File: src/rtl/pll_ramp_sequencer_if.sv
// Signal bundle between the ramp sequencer, its software requester, the PLL
// config arbiter and the PLL lock indicator. slave is the sequencer's view.
interface pll_ramp_sequencer_if;
  logic        req_valid_i;
  logic        req_ready_o;
  logic [31:0] req_cfg_i;
  logic [31:0] cur_cfg_i;
  logic        abort_i;
  logic [31:0] cfg_o;
  logic        cfg_valid_o;
  logic        cfg_ready_i;
  logic        pll_lock_i;
  logic        busy_o;
  logic        done_o;
  logic        err_o;
  logic [7:0]  step_cnt_o;

  modport slave (
    input  req_valid_i, req_cfg_i, cur_cfg_i, abort_i, cfg_ready_i, pll_lock_i,
    output req_ready_o, cfg_o, cfg_valid_o, busy_o, done_o, err_o, step_cnt_o
  );

  modport master (
    output req_valid_i, req_cfg_i, cur_cfg_i, abort_i, cfg_ready_i, pll_lock_i,
    input  req_ready_o, cfg_o, cfg_valid_o, busy_o, done_o, err_o, step_cnt_o
  );
endinterface

File: src/rtl/pll_ramp_sequencer.sv
// Walks the PLL feedback divider towards a target in STEP-sized words, waiting
// a settle time and then for lock between words.
module pll_ramp_sequencer #(
  parameter int STEP          = 8,
  parameter int SETTLE_CYCLES = 256,
  parameter int LOCK_TIMEOUT  = 4096
) (
  input logic               clk,
  input logic               rst,
  pll_ramp_sequencer_if.slave bus
);

  generate
    if (STEP < 1 || STEP > 4095) begin : g_bad_step
      $error("pll_ramp_sequencer: STEP must be in 1..4095");
    end
    if (SETTLE_CYCLES < 1) begin : g_bad_settle
      $error("pll_ramp_sequencer: SETTLE_CYCLES must be at least 1");
    end
    if (LOCK_TIMEOUT < 1) begin : g_bad_timeout
      $error("pll_ramp_sequencer: LOCK_TIMEOUT must be at least 1");
    end
  endgenerate

  localparam int SW = (SETTLE_CYCLES > 1) ? $clog2(SETTLE_CYCLES) : 1;
  localparam int TW = (LOCK_TIMEOUT > 1) ? $clog2(LOCK_TIMEOUT) : 1;
  localparam logic [11:0]   STEP_W       = 12'(STEP);
  localparam logic [SW-1:0] SETTLE_LOAD  = SW'(SETTLE_CYCLES - 1);
  localparam logic [TW-1:0] TIMEOUT_LOAD = TW'(LOCK_TIMEOUT - 1);

  typedef enum logic [2:0] {IDLE, ISSUE, SETTLE, WAIT_LOCK, DONE, ERROR} state_t;

  state_t        state_reg, state_next;
  logic [31:0]   tgt_reg, tgt_next;
  logic [11:0]   cur_reg, cur_next;
  logic [31:0]   cfg_reg, cfg_next;
  logic          cfg_valid_reg, cfg_valid_next;
  logic          done_reg, done_next;
  logic          err_reg, err_next;
  logic [7:0]    step_cnt_reg, step_cnt_next;
  logic [SW-1:0] settle_reg, settle_next;
  logic [TW-1:0] timeout_reg, timeout_next;
  logic          abort_reg, abort_next;
  logic [1:0]    sync_reg;

  logic          accept, handshake, lock_sync, at_target;
  logic [31:0]   src_tgt, issue_word;
  logic [11:0]   src_cur;

  // Clamping to the target whenever it is within one step keeps nxt from wrapping.
  function automatic logic [11:0] step_fbdiv(input logic [11:0] cur, input logic [11:0] tgt);
    logic [11:0] res;
    res = tgt;
    if (tgt > cur) begin
      if (tgt - cur > STEP_W) res = cur + STEP_W;
    end else if (tgt < cur) begin
      if (cur - tgt > STEP_W) res = cur - STEP_W;
    end
    return res;
  endfunction

  assign accept     = bus.req_valid_i & (state_reg == IDLE);
  assign handshake  = cfg_valid_reg & bus.cfg_ready_i;
  assign lock_sync  = sync_reg[1];
  assign at_target  = (cur_reg == tgt_reg[27:16]);
  // In IDLE the first word is built straight from the request being accepted.
  assign src_tgt    = (state_reg == IDLE) ? bus.req_cfg_i : tgt_reg;
  assign src_cur    = (state_reg == IDLE) ? bus.cur_cfg_i[27:16] : cur_reg;
  assign issue_word = {src_tgt[31:28], step_fbdiv(src_cur, src_tgt[27:16]), src_tgt[15:0]};

  always_ff @(posedge clk or posedge rst) begin
    if (rst) state_reg <= IDLE;
    else     state_reg <= state_next;
  end

  always_comb begin
    state_next = state_reg;
    case (state_reg)
      IDLE:      if (accept) state_next = ISSUE;
      ISSUE:     if (handshake) state_next = (abort_reg | bus.abort_i) ? IDLE : SETTLE;
      SETTLE: begin
        if (bus.abort_i)           state_next = IDLE;
        else if (settle_reg == '0) state_next = WAIT_LOCK;
      end
      WAIT_LOCK: begin
        if (bus.abort_i)            state_next = IDLE;
        else if (lock_sync)         state_next = at_target ? DONE : ISSUE;
        else if (timeout_reg == '0) state_next = ERROR;
      end
      DONE:      state_next = IDLE;
      ERROR:     state_next = IDLE;
      default:   state_next = IDLE;
    endcase
  end

  always_comb begin
    tgt_next       = tgt_reg;
    cur_next       = cur_reg;
    cfg_next       = cfg_reg;
    cfg_valid_next = cfg_valid_reg;
    done_next      = 1'b0;
    err_next       = err_reg;
    step_cnt_next  = step_cnt_reg;
    settle_next    = settle_reg;
    timeout_next   = timeout_reg;
    abort_next     = abort_reg;
    case (state_reg)
      IDLE: if (accept) begin
        tgt_next       = bus.req_cfg_i;
        cur_next       = bus.cur_cfg_i[27:16];
        cfg_next       = issue_word;
        cfg_valid_next = 1'b1;
        err_next       = 1'b0;
        step_cnt_next  = '0;
        abort_next     = 1'b0;
      end
      ISSUE: begin
        // An abort here cannot drop valid; it is remembered until the word goes out.
        if (bus.abort_i) abort_next = 1'b1;
        if (handshake) begin
          cfg_valid_next = 1'b0;
          cur_next       = cfg_reg[27:16];
          step_cnt_next  = (step_cnt_reg == 8'hFF) ? 8'hFF : step_cnt_reg + 8'd1;
          settle_next    = SETTLE_LOAD;
          abort_next     = 1'b0;
        end
      end
      SETTLE: if (!bus.abort_i) begin
        if (settle_reg == '0) timeout_next = TIMEOUT_LOAD;
        else                  settle_next  = settle_reg - SW'(1);
      end
      WAIT_LOCK: if (!bus.abort_i) begin
        if (lock_sync) begin
          if (at_target) begin
            done_next = 1'b1;
          end else begin
            cfg_next       = issue_word;
            cfg_valid_next = 1'b1;
          end
        end else if (timeout_reg != '0) begin
          timeout_next = timeout_reg - TW'(1);
        end
      end
      ERROR:   err_next = 1'b1;
      default: ;
    endcase
  end

  always_ff @(posedge clk or posedge rst) begin
    if (rst) begin
      tgt_reg       <= '0;
      cur_reg       <= '0;
      cfg_reg       <= '0;
      cfg_valid_reg <= 1'b0;
      done_reg      <= 1'b0;
      err_reg       <= 1'b0;
      step_cnt_reg  <= '0;
      settle_reg    <= '0;
      timeout_reg   <= '0;
      abort_reg     <= 1'b0;
      sync_reg      <= '0;
    end else begin
      tgt_reg       <= tgt_next;
      cur_reg       <= cur_next;
      cfg_reg       <= cfg_next;
      cfg_valid_reg <= cfg_valid_next;
      done_reg      <= done_next;
      err_reg       <= err_next;
      step_cnt_reg  <= step_cnt_next;
      settle_reg    <= settle_next;
      timeout_reg   <= timeout_next;
      abort_reg     <= abort_next;
      sync_reg      <= {sync_reg[0], bus.pll_lock_i};
    end
  end

  assign bus.req_ready_o = (state_reg == IDLE);
  assign bus.busy_o      = (state_reg != IDLE);
  assign bus.cfg_o       = cfg_reg;
  assign bus.cfg_valid_o = cfg_valid_reg;
  assign bus.done_o      = done_reg;
  assign bus.err_o       = err_reg;
  assign bus.step_cnt_o  = step_cnt_reg;

endmodule

File: src/flat_wrapper.sv
// flat-port wrapper written by rule: the top's interface ports become plain ports
module pll_ramp_sequencer_flat 
#(
  parameter int STEP          = 8,
  parameter int SETTLE_CYCLES = 256,
  parameter int LOCK_TIMEOUT  = 4096
)
  (clk, rst, bus_req_valid_i, bus_req_cfg_i, bus_cur_cfg_i, bus_abort_i, bus_cfg_ready_i, bus_pll_lock_i, bus_req_ready_o, bus_cfg_o, bus_cfg_valid_o, bus_busy_o, bus_done_o, bus_err_o, bus_step_cnt_o);
  pll_ramp_sequencer_if bus_i ();
  input logic clk;
  input logic rst;
  input wire logic [$bits(bus_i.req_valid_i)-1:0] bus_req_valid_i;
  input wire logic [$bits(bus_i.req_cfg_i)-1:0] bus_req_cfg_i;
  input wire logic [$bits(bus_i.cur_cfg_i)-1:0] bus_cur_cfg_i;
  input wire logic [$bits(bus_i.abort_i)-1:0] bus_abort_i;
  input wire logic [$bits(bus_i.cfg_ready_i)-1:0] bus_cfg_ready_i;
  input wire logic [$bits(bus_i.pll_lock_i)-1:0] bus_pll_lock_i;
  output wire logic [$bits(bus_i.req_ready_o)-1:0] bus_req_ready_o;
  output wire logic [$bits(bus_i.cfg_o)-1:0] bus_cfg_o;
  output wire logic [$bits(bus_i.cfg_valid_o)-1:0] bus_cfg_valid_o;
  output wire logic [$bits(bus_i.busy_o)-1:0] bus_busy_o;
  output wire logic [$bits(bus_i.done_o)-1:0] bus_done_o;
  output wire logic [$bits(bus_i.err_o)-1:0] bus_err_o;
  output wire logic [$bits(bus_i.step_cnt_o)-1:0] bus_step_cnt_o;
  assign bus_i.req_valid_i = bus_req_valid_i;
  assign bus_i.req_cfg_i = bus_req_cfg_i;
  assign bus_i.cur_cfg_i = bus_cur_cfg_i;
  assign bus_i.abort_i = bus_abort_i;
  assign bus_i.cfg_ready_i = bus_cfg_ready_i;
  assign bus_i.pll_lock_i = bus_pll_lock_i;
  assign bus_req_ready_o = bus_i.req_ready_o;
  assign bus_cfg_o = bus_i.cfg_o;
  assign bus_cfg_valid_o = bus_i.cfg_valid_o;
  assign bus_busy_o = bus_i.busy_o;
  assign bus_done_o = bus_i.done_o;
  assign bus_err_o = bus_i.err_o;
  assign bus_step_cnt_o = bus_i.step_cnt_o;
  pll_ramp_sequencer #(.STEP(STEP), .SETTLE_CYCLES(SETTLE_CYCLES), .LOCK_TIMEOUT(LOCK_TIMEOUT)) u_core (.clk(clk), .rst(rst), .bus(bus_i));
endmodule
File: config.mk
export PLATFORM = sky130hd
export DESIGN_NAME = pll_ramp_sequencer_flat
export DESIGN_NICKNAME = d
export VERILOG_FILES = /design/src/rtl/pll_ramp_sequencer_if.sv /design/src/rtl/pll_ramp_sequencer.sv /design/src/flat_wrapper.sv
export SDC_FILE = /design/constraint.sdc
export NUM_CORES = 1
export LEC_CHECK = 0
export BUFFER_PORTS_ARGS = -buffer_cell sky130_fd_sc_hd__buf_2
export CAP_MARGIN = 20
export CORE_AREA = 2 2 105 148
export CTS_CLUSTER_SIZE = 40
export DETAILED_ROUTE_END_ITERATION = 7
export DIE_AREA = 0 0 107 150
export PLACE_DENSITY = 0.77
export SLEW_MARGIN = 10
export SYNTH_ARGS = -nofsm -noshare
export SYNTH_HDL_FRONTEND = slang
export SYNTH_SLANG_ARGS = --single-unit
export TNS_END_PERCENT = 10
File: constraint.sdc
create_clock -name clk -period 5.08 [get_ports clk]
set_clock_uncertainty 0.1 [all_clocks]
set_input_delay 0.762 -clock clk [delete_from_list [all_inputs] [get_ports clk]]
set_output_delay 0.762 -clock clk [all_outputs]
set_load 0.02 [all_outputs]
# ---- After elaboration in Yosys (flattened, before gate mapping)
# Cells that the tools add are included.
dict set report op_classes {
  eq_ne 19
  magnitude_cmp 4
  n_bitwise 3
  muxes 53
  addsub 7
  n_reduce_logical 20
}
# cell n
set op_table {}
lappend op_table {{32-bit 2-to-1 mux} 5}
lappend op_table {{12-bit 2-to-1 mux} 12}
lappend op_table {{32-bit one-hot mux with 2 select lines} 1}
lappend op_table {{8-bit 2-to-1 mux} 6}
lappend op_table {{12-bit one-hot mux with 2 select lines} 2}
lappend op_table {{8-bit one-hot mux with 2 select lines} 2}
lappend op_table {{12-bit by 4-bit > comparator with 1-bit output, second input constant} 2}
lappend op_table {{3-bit 2-to-1 mux} 8}
lappend op_table {{12-bit subtractor} 2}
lappend op_table {{12-bit by 4-bit adder with 12-bit output, second input constant} 1}
lappend op_table {{12-bit == test} 1}
lappend op_table {{12-bit > comparator} 1}
lappend op_table {{12-bit zero test} 1}
lappend op_table {{12-bit < comparator} 1}
lappend op_table {{1-bit 2-to-1 mux} 12}
lappend op_table {{3-bit one-hot mux with 4 select lines} 1}
lappend op_table {{6-bit AND reduction} 2}
lappend op_table {{12-bit nonzero test} 1}
lappend op_table {{12-bit by 1-bit subtractor with 12-bit output, second input constant} 1}
lappend op_table {{12-bit by 4-bit subtractor with 12-bit output, second input constant} 1}
lappend op_table {{2-bit by 1-bit != test with 1-bit output, second input constant} 5}
lappend op_table {{2-bit != test, second input constant} 5}
lappend op_table {{2-bit nonzero test} 5}
lappend op_table {{8-bit by 1-bit adder with 8-bit output, second input constant} 1}
lappend op_table {{other kinds (19)} 27}
dict set report totals {
  ff_bits 113
  inputBits 70
  wordCells 118
}

# ---- Logic depth before layout (Yosys ltp)
# Gate-level depths: netlist of run 1.
dict set report depth {
  ltp_word 11
  mapped_depth 20
  mapped_depth_nobuf 15
}

# ---- Least setup slack after synthesis of run 1
# Ideal clock, no wire load.
dict set report synth_timing {
  path_type {register -> register}
  startpoint {register u_core.state_reg[0]}
  endpoint {register u_core.cfg_reg[16] (netlist: u_core.bus.cfg_o[16])}
  stages_incl_launch_ff 21
  required_time_ns 4.840
  synth_period_minus_slack_ns 5.101
  setup_ns 0.140
  arrival_ns 4.860
  slack_ns -0.021
  path_cell_list {dfrtp_1 nor3_4 buf_6 buf_6 buf_2 buf_1 clkbuf_1 nand2_1 nand2_1 ha_1 clkbuf_1 nor2b_1 o2111a_1 nor4_1 nor3_1 xor2_1 or3_1 or3_1 buf_2 a2111oi_0 a211oi_1}
}
dict set report synth_via {
  elab_chain_len 11
}
# element line
set synth_lines {}
lappend synth_lines {{start, declared} pll_ramp_sequencer.sv:33} ;# state_t state_reg, state_next;
lappend synth_lines {{start signal, assigned} pll_ramp_sequencer.sv:73} ;# else state_reg <= state_next;
lappend synth_lines {{3-bit zero test} --}
lappend synth_lines {{12-bit 2-to-1 mux or 32-bit 2-to-1 mux (tied branches)} {pll_ramp_sequencer.sv:68, pll_ramp_sequencer.sv:67}}
lappend synth_lines {{12-bit subtractor} pll_ramp_sequencer.sv:57} ;# if (cur - tgt > STEP_W) res = cur - STEP_W;
lappend synth_lines {{12-bit by 4-bit > comparator with 1-bit output} pll_ramp_sequencer.sv:57}
lappend synth_lines {{12-bit 2-to-1 mux} pll_ramp_sequencer.sv:57}
lappend synth_lines {{12-bit 2-to-1 mux} pll_ramp_sequencer.sv:56} ;# end else if (tgt < cur) begin
lappend synth_lines {{12-bit 2-to-1 mux} pll_ramp_sequencer.sv:54} ;# if (tgt > cur) begin
lappend synth_lines {{32-bit 2-to-1 mux} pll_ramp_sequencer.sv:134} ;# if (at_target) begin
lappend synth_lines {{32-bit 2-to-1 mux} pll_ramp_sequencer.sv:133} ;# if (lock_sync) begin
lappend synth_lines {{32-bit 2-to-1 mux} pll_ramp_sequencer.sv:132} ;# WAIT_LOCK: if (!bus.abort_i) begin
lappend synth_lines {{32-bit one-hot mux with 2 select lines} pll_ramp_sequencer.sv:107} ;# case (state_reg)
lappend synth_lines {{end signal, assigned} pll_ramp_sequencer.sv:165} ;# cfg_reg <= cfg_next;
lappend synth_lines {{end, declared} pll_ramp_sequencer.sv:36} ;# logic [31:0] cfg_reg, cfg_next;
# Parallel ways exist; a longest one is shown, timed or not. The select of a mux whose other input is x is not followed.
# A chain may end at the register's enable or synchronous reset.

# ---- Final worst setup path of run 1
dict set report layout_timing {
  startpoint {register u_core.state_reg[2]}
  endpoint {register u_core.cfg_reg[18] (netlist: u_core.bus.cfg_o[18])}
}
# The elaborated chain is that of the path after synthesis.

==> results of run 1 <==
-- metal layers --
| metal | vias to the layer above | track usage [%] |
|---|---|---|
| li1 | 3547 | - |
| met1 | 3580 | 33.1 |
| met2 | 298 | 51.9 |
| met3 | 106 | 6.93 |
| met4 | 0 | 22.1 |
| met5 | - | 0 |
-- repair_timing --
action	CTS	global route
hold buffers	0	0
gates resized for setup	0	1
hold endpoints to repair	0	0
buffers inserted	0	0
endpoints found under the setup margin	0	3
-- worst reg2reg max path: cells and delay by family, from the launching register on --
family	cells	cell delay, ns
adder cells (fa/ha/maj)	1	0.51
flip-flops	1	0.40
buffers and inverters	3	0.59
XOR/XNOR	1	0.14
AND/OR/NAND/NOR	7	1.80
AO/OA/AOI/OAI	4	1.11
-- stage by stage --
step | std cells | hold WS, ns
floorplan | 953 | 0.231
global placement | 1227 | 0.237
detailed placement | 1227 | 0.247
CTS | 1259 | 0.248
global route | 1261 | 0.164
finish | 1261 | 0.152
-- cell type report --
| class | count | area (sq um) |
|---|---|---|
| repair buffers | 133 | 808 |
| clock inverters | 12 | 205 |
| diodes | 1 | 2.50 |
| multi-input cells | 752 | 4530 |
| flip-flops and latches | 113 | 2830 |
| inverters | 38 | 145 |
| fillers | 1280 | 5580 |
| clock buffers | 20 | 447 |
| well taps | 192 | 240 |
-- path summary, 6_finish.rpt --
path / startpoint / end / slack (ns) / cells after the start
max: u_core.state_reg[2]$_DFFE_PP0P_ / u_core.bus.cfg_o[18]$_DFFE_PP0P_ / 0.32 / 16
min reg2reg: u_core.sync_reg[0]$_DFF_PP0_ / u_core.sync_reg[1]$_DFF_PP0_ / 0.25 / 0
min: rst / u_core.tgt_reg[29]$_DFFE_PP0P_ / 0.15 / 2
max reg2reg: u_core.state_reg[2]$_DFFE_PP0P_ / u_core.bus.cfg_o[18]$_DFFE_PP0P_ / 0.32 / 16
max in group asynchronous: rst / u_core.timeout_reg[11]$_DFFE_PP0P_ / 4.04 / 3
min in group clk: u_core.sync_reg[0]$_DFF_PP0_ / u_core.sync_reg[1]$_DFF_PP0_ / 0.25 / 0
-- kinds of logic after synthesis --
| family | count (synthesis) |
|---|---|
| AO/OA/AOI/OAI | 197 |
| buffers and inverters | 88 |
| XOR/XNOR | 48 |
| AND/OR/NAND/NOR | 436 |
| flip-flops | 113 |
| adder cells (fa/ha/maj) | 20 |
| multiplexers | 51 |
-- cell usage in the layout (no fill, tap or decap), types with 21 or more instances in the layout --
master / count
nand2_1: 212
buf_2: 94
buf_4: 36
o21ai_0: 27
inv_1: 36
nand3_1: 21
a211oi_1: 21
a31oi_1: 30
nor2_1: 90
a21oi_1: 49
xor2_1: 28
dfrtp_1: 113
mux2i_1: 47
==> qor.csv, run 1 <==
metric;value;unit
yosysSeqAreaShare;36.8;%
vias;7531;
postSynthAreaPerCell;8.07;sq um
synthMuxAreaShare;6.70;%
clk_latency;0.43;ns
grt_first_pass_wirelength;37900;microns
cts_tree;done;
min_period;4.76;ns
syn_nets;1043;
max_freq;210;MHz
top_layer_used;met4;
worst_pin_slew;0.891;ns
cts_max_level;4;
routedWlPerCell;18.7;microns
ys_ff_latch;113;
area_growth;19.8;%
synth_compound_area_share;17.4;%
dr.first_iter.drc_count;427;
io_pins;115;
fin_ws;0.317;ns
initial_core_util;52.0;%
cts_sinks;113;
drive_gt1_share;17.5;%
tns;0;ns
criticalPathCategory;register to register;
worstPathArrival;4.95;ns
crit_buf_inv;3;
drt_wl_total;23600;microns
critical-path-top-delay-family;simple AND/OR/NAND/NOR gates;
cts_root_buffer;clkbuf_16;
status;finished, final reports clean;
cp_common_cell;a211oi_1;
core_region_area;14800;sq um
track_usage;30.5;%
placed_area;8520;sq um
rows;53;
numCtsBuffers;17;
nets;1145;
maxCapViolations;0;
fp.dieH;150;microns
netlist_area;7690;sq um
synth_ff_type;dfrtp_1;
synth_cell_type_count;77;
port-buffer-count;94;
grt-ovfl-total;0;
synth_simple_gate_area_share;25.8;%
via_per_inst;5.97;
yosys_warnings;0;
synth_top_area_share;36.8;%
hpwlAfterDp;17100;microns
path_clk_slew;0.06;ns
synth_top_family_by_area;simple AND/OR/NAND/NOR gates;
antenna_found_initial;1;
routedLengthMet1;8940;microns
die_w;107;microns
crit_chain;nor3_4 > buf_12 > inv_2 > nand2_1 > nand2_1 > ha_1 > o31ai_1 > a211oi_1 > nor4_1 > nor3_1 > xor2_1 > or3_1 > or3_1 > buf_4 > a211oi_1 > a211oi_1;
async_flop_share;100;%
setup-violations-final;0;
ant_nets;0;
hold_class;primary input to async pin;
drv_slew;0;
grt_setup_unrepaired;no;
first_pass_iters;5;
gp_congestion;1.04;
grt_pass1_vias;7593;
cp_slowest_stage_delay;0.51;ns
slew_headroom;40.4;%
pre_cts_ws;0.428;ns
clockBufferDepth;2;
critPathSlowestCell;ha_1;
synthMostInstantiatedCell;nand2_1;
synth_common_cells;nand2_1 (212), dfrtp_1 (113), nor2_1 (91), a21oi_1 (49), mux2i_1 (47);
period_share;93.8;%
met2_length;11600;microns
dr_wl_met3;1350;microns
synthCells;953;
synthAdderAreaFrac;3.25;%
yosys.area_share.xor_xnor;5.47;%
synth_edf_count;0;
startpoint_type;register;
drc;0;
post-route-util;62.3;%
yosys.area.top_type;dfrtp_1;
cp_max_fo;19;
postLayoutCellArea;9210;sq um
critPathCaptureType;register;
synth_area_leaders;dfrtp_1 (37%), nand2_1 (10%), mux2i_1 (6.1%), nor2_1 (4.4%), ha_1 (3.3%);
dieArea;16100;sq um
grt_max_degree;83;
finalHoldViolCount;0;
cp_data_required_time;5.27;ns
Power of run 1 is not shown: default switching activity piles up to over one toggle a cycle in this logic, so the estimate is an artifact.
==> run 2: changes to the inputs <==
- BUFFER_PORTS_ARGS: -buffer_cell sky130_fd_sc_hd__buf_2 -> -buffer_cell sky130_fd_sc_hd__clkbuf_2
- RECOVER_POWER: not set -> 50
==> run 2 against run 1 <==
Net effect:
- the run now ends with max-capacitance violations, max-slew violations left
- largest cell class unchanged
- non-clock buffer count shrank 3
- clock-buffer cell count down 1
- critical endpoint unchanged
- critical path type unchanged
- design area is 1.3% lower
- hold slack better by 0.11 ns
==> qor.csv, run 2 (synthesized netlist as in run 1, its figures left out) <==
metric;value;unit;change
status;finished with violations;;
violations;max-capacitance violations, max-slew violations;;
antenna_found_initial;0;;-1
grt_setup_unrepaired;no;;
critPathSlowestCell;or3_1;;
rows;53;;unchanged
via_per_inst;5.95;;-0.40%
drv_slew;118;;+118
critPathCaptureType;register;;
cts.repair.resized;0;;unchanged
grt_max_degree;51;;-39%
cp_common_cell;a211oi_1;;
cts_tree;done;;
diodes;0;;-1
slew_headroom;-65.8;%;-110 points
grt_first_pass_wirelength;36800;microns;-2.9%
hpwlAfterDp;16800;microns;-1.7%
postLayoutCellArea;9090;sq um;-1.3%
initial_core_util;52.0;%;unchanged
cp_slowest_stage_delay;0.45;ns;-0.06 ns
die_w;107;microns;unchanged
cts_root_buffer;clkbuf_16;;
hold_class;register to register;;
timing.rr.start;u_core.state_reg[2]$_DFFE_PP0P_;;
layout_commonest_cell;nand2_1;;
cp_data_required_time;5.28;ns;about the same
area_growth;18.2;%;
critical-path-top-delay-family;simple AND/OR/NAND/NOR gates;;
port-buffer-count;94;;unchanged
worst_pin_slew;2.49;ns;+1.60 ns
pre_cts_ws;0.471;ns;+0.0432 ns
min_period;4.77;ns;+0.00945 ns
cp_max_fo;12;;-7
worstPathArrival;4.97;ns;+0.02 ns
cts_sinks;113;;unchanged
io_pins;115;;unchanged
clk_latency;0.43;ns;about the same
path_clk_slew;0.06;ns;about the same
cts_max_level;4;;unchanged
drc;0;;unchanged
holdBufCountCts;0;;unchanged
nets;1142;;-0.26%
startpoint_type;register;;
finalHoldViolCount;0;;unchanged
gp_congestion;1.02;;-1.3%
max_freq;210;MHz;-0.20%
vias;7477;;-0.72%
track_usage;29.6;%;-0.89 points
final_cell_mix;nand2_1 (212), dfrtp_1 (113), nor2_1 (90), clkbuf_2 (75), a21oi_1 (49);;
grt-ovfl-total;0;;unchanged
tns;0;ns;unchanged
clockBufferDepth;2;;unchanged
dieArea;16100;sq um;unchanged
drt_wl_total;23100;microns;-2.1%
crit_buf_inv;3;;unchanged
placed_area;8510;sq um;-0.18%
first_pass_iters;6;;+1
core_region_area;14800;sq um;unchanged
routedWlPerCell;18.4;microns;-1.8%
post_cts_buffers;0;;unchanged
dr.first_iter.drc_count;477;;+12%
criticalPathCategory;register to register;;
grt_pass1_vias;7310;;-3.7%
crit_chain;nor3_4 > buf_12 > inv_2 > nand2_1 > nand2_1 > ha_1 > o31ai_1 > a211oi_1 > nor4_1 > nor3_1 > xor2_1 > or3_1 > or3_1 > buf_4 > a211oi_1 > a211oi_1;;
fin_ws;0.307;ns;-0.00945 ns
setup-violations-final;0;;unchanged
cp-startpoint;u_core.state_reg[2]$_DFFE_PP0P_;;
fp.dieH;150;microns;unchanged
hold_start;u_core.sync_reg[0]$_DFF_PP0_;;
period_share;94.0;%;+0.19 points
numCtsBuffers;17;;unchanged
maxCapViolations;3;;+3
ant_nets;0;;unchanged
drive_gt1_share;15.2;%;-2.3 points
## run 2: cell types whose count changed in the layout (fill, tap and decap cells not counted), moves of 2 or more
cell,change
buf_2,-94
clkinv_4,+3
inv_6,+2
clkbuf_2,+75
clkbuf_1,+21
bufinv_16,-2
buf_4,-5
## run 2: area by class of cell
| cell class | count | area (sq um) |
|---|---|---|
| Timing Repair Buffer | 130 | 731 |
| Inverter | 38 | 144 |
| Clock buffer | 19 | 443 |
| Tap cell | 192 | 240 |
| Clock inverter | 13 | 176 |
| Multi-Input combinational cell | 752 | 4530 |
| Fill cell | 1334 | 5700 |
| Sequential cell | 113 | 2830 |
## run 2: metal layers
layer	vias up	global-route usage, %	wire length (microns)
met4	0	19.7	1470
met1	3554	33.1	8920
met2	279	51.0	11600
li1	3549	-	-
met5	-	0	0
met3	95	5.62	1180
## run 2: worst paths after layout
path                                                   endpoint  slack [ns]  depth (start not counted)
max                            u_core.bus.cfg_o[18]$_DFFE_PP0P_        0.31                         16
min                                u_core.sync_reg[1]$_DFF_PP0_        0.26                          0
max reg2reg                    u_core.bus.cfg_o[18]$_DFFE_PP0P_        0.31                         16
min reg2reg                        u_core.sync_reg[1]$_DFF_PP0_        0.26                          0
max in group asynchronous  u_core.bus.step_cnt_o[2]$_DFFE_PP0P_        1.33                          3
min in group asynchronous        u_core.tgt_reg[28]$_DFFE_PP0P_        0.60                          2
## run 2: per-stage QoR
| stage | instances | util (%) | hold WS [ns] |
|---|---|---|---|
| after global placement | 1225 | 57.5 | 0.248 |
| after floorplan | 953 | - | 0.231 |
| final | 1257 | 61.5 | 0.257 |
| after CTS | 1257 | 61.7 | 0.249 |
| after global routing | 1257 | 61.5 | 0.269 |
| after detailed placement | 1225 | 57.5 | 0.242 |
Power of run 2 is left out for the same reason.
==> run 3: changes to the inputs <==
- CORE_AREA: 2 2 105 148 -> 2 2 104 147
- CTS_BUF_LIST: not set -> sky130_fd_sc_hd__clkbuf_4 sky130_fd_sc_hd__clkbuf_8
- DIE_AREA: 0 0 107 150 -> 0 0 106 149
- PLACE_DENSITY: 0.77 -> 0.78
==> run 3 against run 2 <==
Net effect:
- the flow still finishes with violations (max-capacitance violations, max-slew violations)
- register-to-register slack better by 0.07 ns
- critical path type unchanged
- non-clock buffer count decreased by 3
- first-iteration DRC count up 15%
- clock-buffer cell count decreased by 2
- critical endpoint is now u_core.bus.cfg_o[16]$_DFFE_PP0P_
==> qor.csv, run 3 (synthesized netlist as in run 1, its figures left out) <==
metric;value;unit;change
fp.dieH;149;microns;-0.67%
core_region_area;14700;sq um;-0.90%
vias;7331;;-2.0%
grt_setup_unrepaired;no;;
startpoint_type;register;;
nets;1139;;-0.26%
hold_start;u_core.sync_reg[0]$_DFF_PP0_;;
cp_slowest_stage_delay;0.49;ns;+0.04 ns
holdBufCountCts;0;;unchanged
reg2reg_depth;15;;-1
layout_commonest_cell;nand2_1;;
critPathSlowestCell;or3_1;;
hold_class;register to register;;
drive_gt1_share;15.3;%;+0.043 points
hpwlAfterDp;15600;microns;-6.8%
r2r_end;u_core.bus.cfg_o[16]$_DFFE_PP0P_;;
cp_max_fo;25;;+13
drc;0;;unchanged
use_met1;32.9;%;-0.14 points
cts_root_buffer;clkbuf_8;;
area_growth;15.0;%;
worstPathArrival;4.92;ns;-0.05 ns
grt-ovfl-total;0;;unchanged
rows;53;;unchanged
numCtsBuffers;17;;unchanged
final_cell_mix;nand2_1 (212), dfrtp_1 (113), nor2_1 (90), clkbuf_2 (76), a21oi_1 (49);;
initial_core_util;52.5;%;+0.47 points
hold_ws;0.256;ns;-0.00155 ns
finalHoldViolCount;0;;unchanged
routedWlPerCell;17.1;microns;-7.1%
clk_latency;0.46;ns;+0.03 ns
critPathCaptureType;register;;
ant_nets;0;;unchanged
grt_first_pass_wirelength;35200;microns;-4.2%
met3_usage;4.50;%;-1.1 points
cp_data_required_time;5.30;ns;+0.02 ns
cts.repair.resized;0;;unchanged
slew_headroom;-112;%;-46 points
min_to;u_core.sync_reg[1]$_DFF_PP0_;;
maxCapViolations;1;;-2
first_pass_iters;5;;-1
die_w;106;microns;-0.93%
cts_sinks;113;;unchanged
port-buffer-count;94;;unchanged
crit_chain;nor3_4 > buf_12 > buf_4 > mux2i_1 > ha_1 > nand2b_1 > a211oi_1 > nor4_1 > buf_4 > nor3_1 > xor2_1 > or3_1 > or3_1 > a2111oi_0 > a211oi_1;;
setup-violations-final;0;;unchanged
io_pins;115;;unchanged
track_usage;28.4;%;-1.2 points
grt_pass1_vias;7143;;-2.3%
worst_pin_slew;3.16;ns;+0.676 ns
dieArea;15800;sq um;-1.6%
gp_congestion;0.996;;-2.7%
cp-startpoint;u_core.state_reg[2]$_DFFE_PP0P_;;
r2r_slack;0.38;ns;+0.07 ns
grt_util_met2;49.6;%;-1.4 points
status;finished with violations;;
period_share;92.6;%;-1.4 points
max_freq;213;MHz;+1.5%
path_clk_slew;0.08;ns;+0.02 ns
drv_slew;74;;-37%
post_cts_buffers;0;;unchanged
dr.first_iter.drc_count;548;;+15%
cts_tree;done;;
diodes;0;;unchanged
drt_wl_total;21400;microns;-7.3%
holdPathStages;0;;unchanged
tns;0;ns;unchanged
top_usage_layer;met2;;
timing.rr.start;u_core.state_reg[2]$_DFFE_PP0P_;;
criticalPathCategory;register to register;;
antenna_found_initial;0;;unchanged
clockBufferDepth;2;;unchanged
via_per_inst;5.85;;-1.7%
violations;max-capacitance violations, max-slew violations;;
grt_max_degree;74;;+45%
min_period;4.70;ns;-0.0700 ns
cts_max_level;4;;unchanged
==> run 3: cell types whose count changed in the layout (fill, tap and decap cells not counted), sizes merged <==
| cell | previous run | this run |
|---|---|---|
| clkinv | 5 | 2 |
| clkbuf | 116 | 113 |
| inv | 41 | 48 |
| bufinv | 3 | 1 |
| buf | 33 | 31 |
==> run 3: per-stage QoR <==
step	utilization [%]	setup WS (ns)	instances	area, sq um
global route	60.3	0.131	1254	8840
floorplan	-	0.149	953	7690
global placement	57.8	0.500	1222	8470
finish	60.3	0.377	1254	8840
CTS	60.5	0.444	1254	8870
detailed placement	57.8	0.493	1222	8470
==> run 3: final cells by class <==
type | count | area [sq um]
clock buffer | 17 | 234
clock inverter | 15 | 164
fill | 1365 | 5820
inverter | 38 | 144
multi-input combinational | 752 | 4530
sequential | 113 | 2830
tap | 192 | 240
timing repair buffer | 127 | 701
==> run 3: worst max-delay path: cells and delay by family (launching register included) <==
| kind | cells | cell delay (ns) |
|---|---|---|
| AO/OA/AOI/OAI | 3 | 0.96 |
| XOR/XNOR | 1 | 0.16 |
| adder cells (fa/ha/maj) | 1 | 0.32 |
| buffers and inverters | 3 | 0.72 |
| flip-flops | 1 | 0.42 |
| multiplexers | 1 | 0.17 |
| AND/OR/NAND/NOR | 6 | 1.73 |
==> run 3: worst max-delay path by stage <==
stage,endpoint,slack [ns],cells after the start
2_1_floorplan,u_core.bus.cfg_o[16]$_DFFE_PP0P_,0.15,20
3_3_place_gp,u_core.bus.cfg_o[16]$_DFFE_PP0P_,0.50,15
3_5_place_dp,u_core.bus.cfg_o[16]$_DFFE_PP0P_,0.49,15
4_1_cts,u_core.bus.cfg_o[16]$_DFFE_PP0P_,0.44,15
5_1_grt,u_core.bus.cfg_o[16]$_DFFE_PP0P_,0.13,15
6_report,u_core.bus.cfg_o[16]$_DFFE_PP0P_,0.38,15
==> run 3: per-layer routing <==
metal	vias to the layer above	wire length, microns
li1	3530	-
met1	3464	8350
met2	262	10800
met3	75	1180
met4	0	1110
met5	-	0
Power of run 3 is left out for the same reason.
